## src/rtl/sram_write_allocator_if.sv

```systemverilog
// Request/grant handshake between write ports and the SRAM allocator.
// The master side raises requests and releases; the allocator answers.
interface sram_write_allocator_if #(
  parameter int NUM_PORTS = 16
) ();
  logic [NUM_PORTS-1:0]   req;
  logic [NUM_PORTS*6-1:0] req_len;
  logic [NUM_PORTS-1:0]   release_pkt;
  logic [NUM_PORTS-1:0]   gnt;
  logic [4:0]             gnt_sram;
  logic                   nofit;

  modport master (
    output req, req_len, release_pkt,
    input  gnt, gnt_sram, nofit
  );

  modport slave (
    input  req, req_len, release_pkt,
    output gnt, gnt_sram, nofit
  );
endinterface

```

## src/rtl/sram_write_allocator.sv

```systemverilog
// Binds write ports to SRAMs: round-robin port pick, chunked search for
// the non-busy SRAM with most free space, lock held until release.
module sram_write_allocator #(
  parameter int NUM_PORTS = 16,
  parameter int NUM_SRAMS = 32,
  parameter int SCAN_W    = 8,
  parameter int SPACE_W   = 11
) (
  input  logic                         clk,
  input  logic                         rst,
  sram_write_allocator_if.slave        bus,
  input  logic [NUM_SRAMS*SPACE_W-1:0] free_space,
  output logic [NUM_PORTS*5-1:0]       port_sram,
  output logic [NUM_PORTS-1:0]         port_bound,
  output logic [NUM_SRAMS-1:0]         sram_busy
);
  localparam int NCHUNK = NUM_SRAMS / SCAN_W;
  localparam int CW  = NCHUNK > 1 ? $clog2(NCHUNK) : 1;
  localparam int PW  = NUM_PORTS > 1 ? $clog2(NUM_PORTS) : 1;
  localparam int SIW = NUM_SRAMS > 1 ? $clog2(NUM_SRAMS) : 1;

  typedef enum logic [1:0] {IDLE, SEARCH, DECIDE} state_t;

  state_t                   state, state_d;
  logic [PW-1:0]            rr_ptr, port_q;
  logic [6:0]               need;
  logic [CW-1:0]            chunk;
  logic                     best_valid;
  logic [4:0]               best_idx;
  logic [SPACE_W-1:0]       best_space;
  logic [NUM_PORTS-1:0]     gnt_q;
  logic [4:0]               gnt_sram_q;
  logic                     nofit_q;
  logic [NUM_PORTS-1:0][4:0] port_sram_q;

  logic [NUM_PORTS-1:0]     elig;
  logic                     pick_valid;
  logic [PW-1:0]            pick_port, pidx;
  logic                     cand_valid;
  logic [4:0]               cand_idx;
  logic [SPACE_W-1:0]       cand_space, sp;
  logic [SIW-1:0]           sidx;
  logic [NUM_SRAMS-1:0]     busy_d;
  logic [NUM_PORTS-1:0]     bound_d;

  assign elig         = bus.req & ~port_bound;
  assign bus.gnt      = gnt_q;
  assign bus.gnt_sram = gnt_sram_q;
  assign bus.nofit    = nofit_q;
  assign port_sram    = port_sram_q;

  always_comb begin
    state_d    = state;
    pick_valid = 1'b0;
    pick_port  = '0;
    pidx       = '0;
    cand_valid = best_valid;
    cand_idx   = best_idx;
    cand_space = best_space;
    sp         = '0;
    sidx       = '0;
    busy_d     = sram_busy;
    bound_d    = port_bound;

    for (int i = 0; i < NUM_PORTS; i++) begin
      pidx = PW'((int'(rr_ptr) + i) % NUM_PORTS);
      if (!pick_valid && elig[pidx]) begin
        pick_valid = 1'b1;
        pick_port  = pidx;
      end
    end

    // strict '>' keeps the lower index on ties, across chunks too
    for (int k = 0; k < SCAN_W; k++) begin
      sidx = SIW'(int'(chunk) * SCAN_W + k);
      sp   = free_space[int'(sidx)*SPACE_W +: SPACE_W];
      if (!sram_busy[sidx] && 12'(sp) >= 12'(need) &&
          (!cand_valid || sp > cand_space)) begin
        cand_valid = 1'b1;
        cand_idx   = 5'(sidx);
        cand_space = sp;
      end
    end

    unique case (state)
      IDLE:    if (pick_valid) state_d = SEARCH;
      SEARCH:  if (chunk == CW'(NCHUNK-1)) state_d = DECIDE;
      DECIDE:  state_d = IDLE;
      default: state_d = IDLE;
    endcase

    for (int p = 0; p < NUM_PORTS; p++) begin
      if (bus.release_pkt[p] && port_bound[p]) begin
        bound_d[p]                    = 1'b0;
        busy_d[SIW'(port_sram_q[p])] = 1'b0;
      end
    end
    if (state == DECIDE && best_valid) begin
      busy_d[SIW'(best_idx)] = 1'b1;
      bound_d[port_q]        = 1'b1;
    end
  end

  always_ff @(posedge clk) begin
    if (rst) begin
      state       <= IDLE;
      rr_ptr      <= '0;
      port_q      <= '0;
      need        <= '0;
      chunk       <= '0;
      best_valid  <= 1'b0;
      best_idx    <= '0;
      best_space  <= '0;
      gnt_q       <= '0;
      gnt_sram_q  <= '0;
      nofit_q     <= 1'b0;
      port_sram_q <= '0;
      port_bound  <= '0;
      sram_busy   <= '0;
    end else begin
      state      <= state_d;
      sram_busy  <= busy_d;
      port_bound <= bound_d;
      gnt_q      <= '0;
      gnt_sram_q <= '0;
      nofit_q    <= 1'b0;
      unique case (state)
        IDLE: if (pick_valid) begin
          port_q     <= pick_port;
          need       <= 7'(bus.req_len[int'(pick_port)*6 +: 6]) + 7'd1;
          best_valid <= 1'b0;
          best_idx   <= '0;
          best_space <= '0;
          chunk      <= '0;
        end
        SEARCH: begin
          best_valid <= cand_valid;
          best_idx   <= cand_idx;
          best_space <= cand_space;
          chunk      <= chunk + 1'b1;
        end
        DECIDE: begin
          if (best_valid) begin
            gnt_q[port_q]       <= 1'b1;
            gnt_sram_q          <= best_idx;
            port_sram_q[port_q] <= best_idx;
          end else begin
            nofit_q <= 1'b1;
          end
          // advancing on nofit keeps an oversize packet from starving others
          rr_ptr <= (port_q == PW'(NUM_PORTS-1)) ? '0 : port_q + 1'b1;
        end
        default: ;
      endcase
    end
  end
endmodule

```

## src/flat_wrapper.sv

```systemverilog
// flat-port wrapper written by rule: the top's interface ports become plain ports
module sram_write_allocator_flat 
#(
  parameter int NUM_PORTS = 16,
  parameter int NUM_SRAMS = 32,
  parameter int SCAN_W    = 8,
  parameter int SPACE_W   = 11
)
  (clk, rst, free_space, port_sram, port_bound, sram_busy, bus_req, bus_req_len, bus_release_pkt, bus_gnt, bus_gnt_sram, bus_nofit);
  sram_write_allocator_if #(.NUM_PORTS(NUM_PORTS)) bus_i ();
  input  logic clk;
  input  logic rst;
  input  logic [NUM_SRAMS*SPACE_W-1:0] free_space;
  output logic [NUM_PORTS*5-1:0] port_sram;
  output logic [NUM_PORTS-1:0] port_bound;
  output logic [NUM_SRAMS-1:0] sram_busy;
  input wire logic [$bits(bus_i.req)-1:0] bus_req;
  input wire logic [$bits(bus_i.req_len)-1:0] bus_req_len;
  input wire logic [$bits(bus_i.release_pkt)-1:0] bus_release_pkt;
  output wire logic [$bits(bus_i.gnt)-1:0] bus_gnt;
  output wire logic [$bits(bus_i.gnt_sram)-1:0] bus_gnt_sram;
  output wire logic [$bits(bus_i.nofit)-1:0] bus_nofit;
  assign bus_i.req = bus_req;
  assign bus_i.req_len = bus_req_len;
  assign bus_i.release_pkt = bus_release_pkt;
  assign bus_gnt = bus_i.gnt;
  assign bus_gnt_sram = bus_i.gnt_sram;
  assign bus_nofit = bus_i.nofit;
  sram_write_allocator #(.NUM_PORTS(NUM_PORTS), .NUM_SRAMS(NUM_SRAMS), .SCAN_W(SCAN_W), .SPACE_W(SPACE_W)) u_core (.clk(clk), .rst(rst), .bus(bus_i), .free_space(free_space), .port_sram(port_sram), .port_bound(port_bound), .sram_busy(sram_busy));
endmodule
```

## config.mk

```make
export PLATFORM = sky130hd
export DESIGN_NAME = sram_write_allocator_flat
export DESIGN_NICKNAME = d
export VERILOG_FILES = /design/src/rtl/sram_write_allocator_if.sv /design/src/rtl/sram_write_allocator.sv /design/src/flat_wrapper.sv
export SDC_FILE = /design/constraint.sdc
export NUM_CORES = 1
export LEC_CHECK = 0
export ABC_AREA = 1
export CELL_PAD_IN_SITES_DETAIL_PLACEMENT = 0
export CELL_PAD_IN_SITES_GLOBAL_PLACEMENT = 1
export CORE_MARGIN = 5
export CORE_UTILIZATION = 33
export CTS_BUF_LIST = sky130_fd_sc_hd__clkbuf_8
export CTS_CLUSTER_DIAMETER = 150
export DETAILED_ROUTE_END_ITERATION = 12
export PLACE_DENSITY = 0.88
export SYNTH_ARGS = -nofsm -noshare
export SYNTH_HDL_FRONTEND = slang
export SYNTH_SLANG_ARGS = --single-unit
export TNS_END_PERCENT = 10
```

## constraint.sdc

```tcl
create_clock -name clk -period 23.5 [get_ports clk]
set_input_delay 4.7 -clock clk [delete_from_list [all_inputs] [get_ports clk]]
set_output_delay 4.7 -clock clk [all_outputs]
set_load 0.02 [all_outputs]
```

==> metrics, run 1 <==
Reg area=3730 µm²; DR WL/cell=28.4 µm; WP data arrival=22.22 ns; f_max=about 46 MHz; Post-Route WL=about 140,000 µm; Power Dens Cells=just under 70 nW/µm²; Root Buffer=clkbuf_8; placed inst area=28,300 µm²; number of buffers created by CTS=17; Avg Vias per Cell=between 5 and 6; grt ovf=0; Nets=about 4.7k; Starting Density=around 33%; Synth async-reset ratio=0%; slowest stage delay, CP=~0.41 ns; total number of vias=29.2k; share of total power in the clock network=about an eighth; Worst Setup Slack, final=between 1.5 and 2 ns; top-area cell type share of the netlist area=17.7%; worst-path maximum fanout=24; Required @ worst endpoint=~24 ns; Detail Placement HPWL=about 120,000 µm; FF-to-FF Start=u_core.chunk[0]$_SDFFE_PP0P_; GPL Wtd Cong=approximately 1.1; Fillers=just under 7k; vias in the first global route=26.4k; final setup fails=0; largest net degree at the start of global routing=96; layout cells sized above 1=under 10%; synth-to-layout area growth=36.7%; Net Sw Frac=between 50% and 60%; top-count cell post-synth=nand2_1; DR iter-0 viols=~3.5k; Startpoint Class=input port; Yosys top cell by area=dfxtp_1; Netlist Area Pre-Place=~21,000 µm²; RSZ-0062 raised after global routing=false; top cells by area, synth=dfxtp_1 18%, nand2_1 13%, ha_1 9.3%; fin area=28,800 µm²; Pwr Total=approximately 2000 µW; Int Pwr=between 900 and 1000 µW; port buffer count=about 630; area of the multi-input gates=~15,000 µm²; Cells after Synth=3,516; CP delay by family, top=compound AO/OA/AOI/OAI gates; clk buf depth=2; Top FF cell, synth=dfxtp_1; Final Max Slew Viols=0; LEAKAGE=approximately 0.011 µW; Synthesized Nets=4,155; CP endpoint=u_core.best_idx[3]$_SDFFE_PP0P_; Die H=between 200 and 300 µm; Post-synth EDFFs=0; Setup crit end kind=flop; # DRC=0; RR Endpoint=u_core.best_idx[3]$_SDFFE_PP0P_; Worst R2R Setup Slack=4.91 ns; Slew headroom=roughly an eighth; die area=between 60,000 and 70,000 µm²; Synth top cells by count=710 x nand2_1, 395 x inv_1, 357 x nor2_1, 342 x nand3_1, 323 x o21ai_0; worst hold start=u_core.best_space[10]$_SDFFE_PP0P_; CTS Sinks=approximately 190; core area=~63,000 µm²; CTS tree=built; Die Wd=263 µm; row count=roughly 90; initial antenna violation count=8; CP Class=in2reg; Routed Antenna Nets=0; CTS H-tree lvls=4; setup TNS=0 ns; Critical Path Start=free_space[1]; Netlist cell types=66; Psw=1030 µW; hold slack=approximately 0.48 ns; mean post-synth cell area=5.98 µm²; Max rail drop VDD=about 0.088 mV; Max Clock Skew=between 0.03 and 0.04 ns; first-pass GRT wire length=between 150,000 and 200,000 µm; synthesis-stage register bit count=about 190; Boundary Pins=632; GRT Resource Usage Total=about two fifths; Critical Path Most Common Cell=o21ai_0; critical path depth in cells=approximately 110; Tmin final=between 20 and 25 ns; max-cap check violation count=0; Hold Fails Final Rpt=0; cells on worst reg2reg path=approximately 110; worst slew pin tran=roughly 1.3 ns; clock transition at the registers of the reported paths=0.11 ns; combinational power share=between 70% and 80%; synth warn=0; drt pass-1 iters=5; CP bufs+invs=3; outcome=finished, final reports clean; Worst Hold Class=reg2reg; CP max-delay cell=o21ai_0; Placement Setup Slack=-0.128 ns; sequential area share after synthesis=17.7%; Flop pwr share=~17%; Worst-Skew Late Latency=roughly 0.59 ns; ratio of final minimum period to clock period=slightly above 90%
## state kept, by name (all words and copies together) (netlist names)
signal,flops
u_core.rr_ptr,4
u_core.need,7
u_core.port_sram,80
u_core.chunk,2
u_core.best_idx,5
u_core.bus.nofit,1
u_core.port_bound,16
u_core.bus.gnt,16
u_core.bus.gnt_sram,5
u_core.sram_busy,32
u_core.port_q,4
u_core.best_valid,1
u_core.state,2
u_core.best_space,11
## per-layer routing
| layer | part of all wire [%] | track usage, % | vias up | wire length, µm |
|---|---|---|---|---|
| met2 | 43 | 58.5 | 1731 | 60700 |
| met4 | 4.9 | 16.1 | 12 | 6920 |
| met1 | 42 | 50.6 | 13800 | 58800 |
| met5 | 0.051 | 0 | - | 72 |
| met3 | 9.9 | 9.78 | 300 | 13900 |
| li1 | - | - | 13400 | - |
## cell usage in the layout (no fill, tap or decap), types with 6 or more instances in the layout
cell	Yosys	final
a2111oi_0	17	13
a211oi_1	6	6
a21boi_0	6	6
a21o_1	8	8
a21oi_1	242	242
a221oi_1	40	40
a22oi_1	8	8
a32o_1	10	10
a32oi_1	34	34
and2_1	8	8
buf_4	11	64
clkbuf_8	0	17
clkdlybuf4s50_1	0	630
dfxtp_1	186	184
ha_1	157	157
inv_1	395	393
inv_2	9	9
nand2_1	710	703
nand2_2	3	10
nand3_1	342	341
nand3_2	22	23
nand3b_1	6	6
nand4_1	26	26
nand4_2	6	6
nor2_1	357	357
nor3_1	144	124
nor3_2	0	20
nor4_1	15	15
o2111ai_1	33	33
o211ai_1	7	7
o21ai_0	323	322
o21ai_1	11	12
o221ai_1	21	21
o22ai_1	105	104
o31ai_1	6	6
o41ai_1	7	7
or2_2	37	37
xor2_1	7	7
## cell families (layout without fill, tap and decap cells)
| group | after synthesis | in the layout | share of synthesized area [%] |
|---|---|---|---|
| other | 0 | 2 | 0 |
| adder cells (fa/ha/maj) | 157 | 157 | 9.34 |
| AO/OA/AOI/OAI | 906 | 906 | 26.0 |
| XOR/XNOR | 12 | 12 | 0.607 |
| flip-flops | 186 | 186 | 17.7 |
| buffers and inverters | 557 | 1134 | 10.6 |
| AND/OR/NAND/NOR | 1698 | 1698 | 35.7 |
## worst min-delay path: stages (launching register included)
cell     delay [ns]
dfxtp_1        0.33
nand2_1        0.06
a21oi_1        0.06
## per-stage QoR
| step | utilization (%) | cells |
|---|---|---|
| finish | 45.6 | 4941 |
| global route | 45.6 | 4940 |
| CTS | 45.6 | 4939 |
| detailed placement | 44.9 | 4907 |
| global placement | 44.9 | 4907 |
| floorplan | - | 3516 |
## power groups by stage
stage               Sequential [µW]  Combinational (µW)  Clock [µW]
floorplan                       337                 936           0
global placement                342                1340           0
detailed placement              343                1330           0
CTS                             336                1340         244
global route                    337                1540         255
finish                          336                1380         239
## area by class of cell
cell class / count / area share [%]
clock inverter: 15 / 0.657
inverter: 408 / 5.35
tap: 846 / 3.68
clock buffer: 17 / 0.813
multi-input combinational: 2773 / 52.9
sequential: 186 / 13.0
timing repair buffer: 694 / 23.6
antenna: 2 / 0.0174
## worst min path at each step
| stage | to | slack [ns] | cells after the start |
|---|---|---|---|
| detailed placement | u_core.best_space[10]$_SDFFE_PP0P_ | 0.46 | 2 |
| global route | u_core.best_space[3]$_SDFFE_PP0P_ | 0.49 | 2 |
| global placement | u_core.best_space[9]$_SDFFE_PP0P_ | 0.46 | 2 |
| floorplan | u_core.best_space[1]$_SDFFE_PP0P_ | 0.44 | 2 |
| finish | u_core.best_space[10]$_SDFFE_PP0P_ | 0.48 | 2 |
| CTS | u_core.best_space[10]$_SDFFE_PP0P_ | 0.47 | 2 |
## timing repair
action                                  CTS  global route
endpoints found under the hold margin     0             0
setup buffers                             0             0
resized for setup                         0            10
hold buffers                              0             0
endpoints found under the setup margin    0            16
Note: power is estimated with default switching activity, not from simulation.
==> run 2: changes to the inputs <==
- CORE_UTILIZATION: 33 -> 30
- PLACE_DENSITY: 0.88 -> 0.85
- clock period: 23.5 -> 17.96 ns (I/O delays scaled with it)
==> metrics, run 2 (same netlist as run 1, synthesis figures left out) <==
outcome=complete, but fails checks; failing checks=capacitance limit; Starting Density=30.2%; placed inst area=between 20,000 and 30,000 µm²; final non-filler cell total=a little over 5k; first-pass GRT wire length=193,000 µm; drt pass-1 iters=7; f_max=around 57 MHz; CTS tree=built; Boundary Pins=632; Power Dens Cells=~110 nW/µm²; Post-Route WL=between 100,000 and 150,000 µm; clock transition at the registers of the reported paths=0.12 ns; GRT Resource Usage Total=34.8%; Die Wd=roughly 270 µm; Hold Path Stages=2; synth-to-layout area growth=44.1%; Hold Fails Final Rpt=0; core area=between 60,000 and 70,000 µm²; routing usage on met1=between 40 and 50%; CP max-delay cell=clkdlybuf4s50_1; CP delay by family, top=compound AO/OA/AOI/OAI gates; worst hold start=u_core.best_space[3]$_SDFFE_PP0P_; LEAKAGE=between 0.01 and 0.015 µW; cells on worst reg2reg path=roughly 110; worst slew pin tran=1.43 ns; Nets=roughly 4.9k; Routed Antenna Nets=0; ratio of final minimum period to clock period=just under 100%; Avg Vias per Cell=5.69; row count=between 90 and 100; vias in the first global route=about 27k; slowest stage delay, CP=around 0.4 ns; Detail Placement HPWL=between 100,000 and 150,000 µm; # DRC=0; Worst R2R Setup Slack=between 2 and 2.5 ns; layout cells sized above 1=about a tenth; Psw=1530 µW; Worst Hold Class=reg2reg; number of buffers created by CTS=17; Root Buffer=clkbuf_8; Tmin final=between 15 and 20 ns; WP data arrival=around 18 ns; Flop pwr share=between 10% and 20%; RSZ-0062 raised after global routing=true; share of total power in the clock network=around a tenth; GRT met3 Usage=7.41%; Critical Path Most Common Cell=o21ai_1; hold slack=0.478 ns; Startpoint Class=input port; Int Pwr=1810 µW; CTS H-tree lvls=4; clk buf depth=2; die area=75,500 µm²; final setup fails=0; Largest register FFs=80; Max rail drop VDD=around 0.14 mV; met2 track demand over resource=55.7%; initial antenna violation count=11; Required @ worst endpoint=18.47 ns; max-cap check violation count=1; grt ovf=0; CP bufs+invs=3; CTS Sinks=186; Setup crit end kind=flop; FF-to-FF Start=u_core.chunk[0]$_SDFFE_PP0P_; fin area=30,300 µm²; commonest non-fill, non-tap cell in the layout=nand2_1; DR iter-0 viols=3,156; CP Class=in2reg; Final Util=43.5%; GPL Wtd Cong=1.13; Die H=approximately 270 µm; Fillers=approximately 7.5k; worst-path maximum fanout=8; GR peak layer=met2; hold path endpoint=u_core.best_space[3]$_SDFFE_PP0P_; Worst-Skew Late Latency=0.59 ns; DR WL/cell=about 27 µm; Max Clock Skew=about 0.036 ns; total number of vias=29.5k; port buffer count=about 630; Final Max Slew Viols=0; largest net degree at the start of global routing=97; Slew headroom=under 10%; most frequent cells in the layout=694 x nand2_1, 630 x clkdlybuf4s50_1, 391 x inv_1, 355 x nor2_1, 339 x nand3_1; Cells after DPL=just over 5k; combinational power share=between 70% and 80%; RR Endpoint=u_core.best_idx[3]$_SDFFE_PP0P_; Net Sw Frac=45.8%
-- run 2: cell count changes in the layout (fill, tap and decap cells not counted), moves of 7 or more --
cell     before  now
ha_1        157  150
nand2_1     703  694
a21oi_2       1   14
o21ai_0     322  281
buf_6         0    8
nand2_2      10   17
o21ai_1      12   43
a21oi_1     242  229
o21ai_2       1   10
buf_4        64  205
ha_4          0    7
-- run 2: how the worst max path moves through the flow --
stage                     slack (ns)                               to  cells past startpoint            start
after global placement         -0.43  u_core.best_idx[3]$_SDFFE_PP0P_                    108  free_space[178]
final                           0.39  u_core.best_idx[3]$_SDFFE_PP0P_                    108    free_space[2]
after floorplan                 0.01  u_core.best_idx[3]$_SDFFE_PP0P_                    112   free_space[90]
after detailed placement       -0.91  u_core.best_idx[3]$_SDFFE_PP0P_                    109  free_space[178]
after global routing           -0.72  u_core.best_idx[4]$_SDFFE_PP0P_                    110  free_space[177]
after CTS                       0.04  u_core.best_idx[3]$_SDFFE_PP0P_                    109  free_space[178]
-- run 2: cell type report --
cell class,count,area [µm²],area share [%]
antenna,6,15.0,0.0495
clock buffer,17,234,0.771
clock inverter,15,199,0.656
inverter,408,1540,5.08
multi-input combinational,2773,15500,51.1
sequential,186,3730,12.3
tap,940,1180,3.88
timing repair buffer,844,7950,26.2
-- run 2: power groups by stage --
stage | Clock, µW | Combinational (µW) | Sequential (µW)
floorplan | 0 | 1230 | 441
global placement | 0 | 2280 | 450
detailed placement | 0 | 2290 | 451
CTS | 328 | 2310 | 441
global route | 343 | 2830 | 443
finish | 324 | 2580 | 442
-- run 2: routing by layer --
layer	vias up	part of all wire (%)
met3	292	9.6
met1	13900	40
met5	-	0.038
met4	8	5.4
met2	1630	45
li1	13700	-
-- run 2: tightest hold or removal path: cells and delay by family, from the launching register on --
kind,cells,cell delay [ns]
and+or+nand+nor,1,0.06
AOI/OAI and AO/OA,1,0.06
DFF,1,0.33
-- run 2: timing repair --
item,in CTS,in global routing
resized for setup,7,117
hold buffers,0,0
setup endpoints to repair,16,16
setup buffers,0,8
pin swaps,0,51
-- run 2: through the flow --
step	setup WS, ns	setup TNS (ns)	power (µW)
2_1_floorplan	0.0105	0	1670
3_3_place_gp	-0.434	-4.76	2730
3_5_place_dp	-0.915	-12.33	2740
4_1_cts	0.0362	0	3070
5_1_grt	-0.721	-10.06	3620
6_report	0.385	0	3340
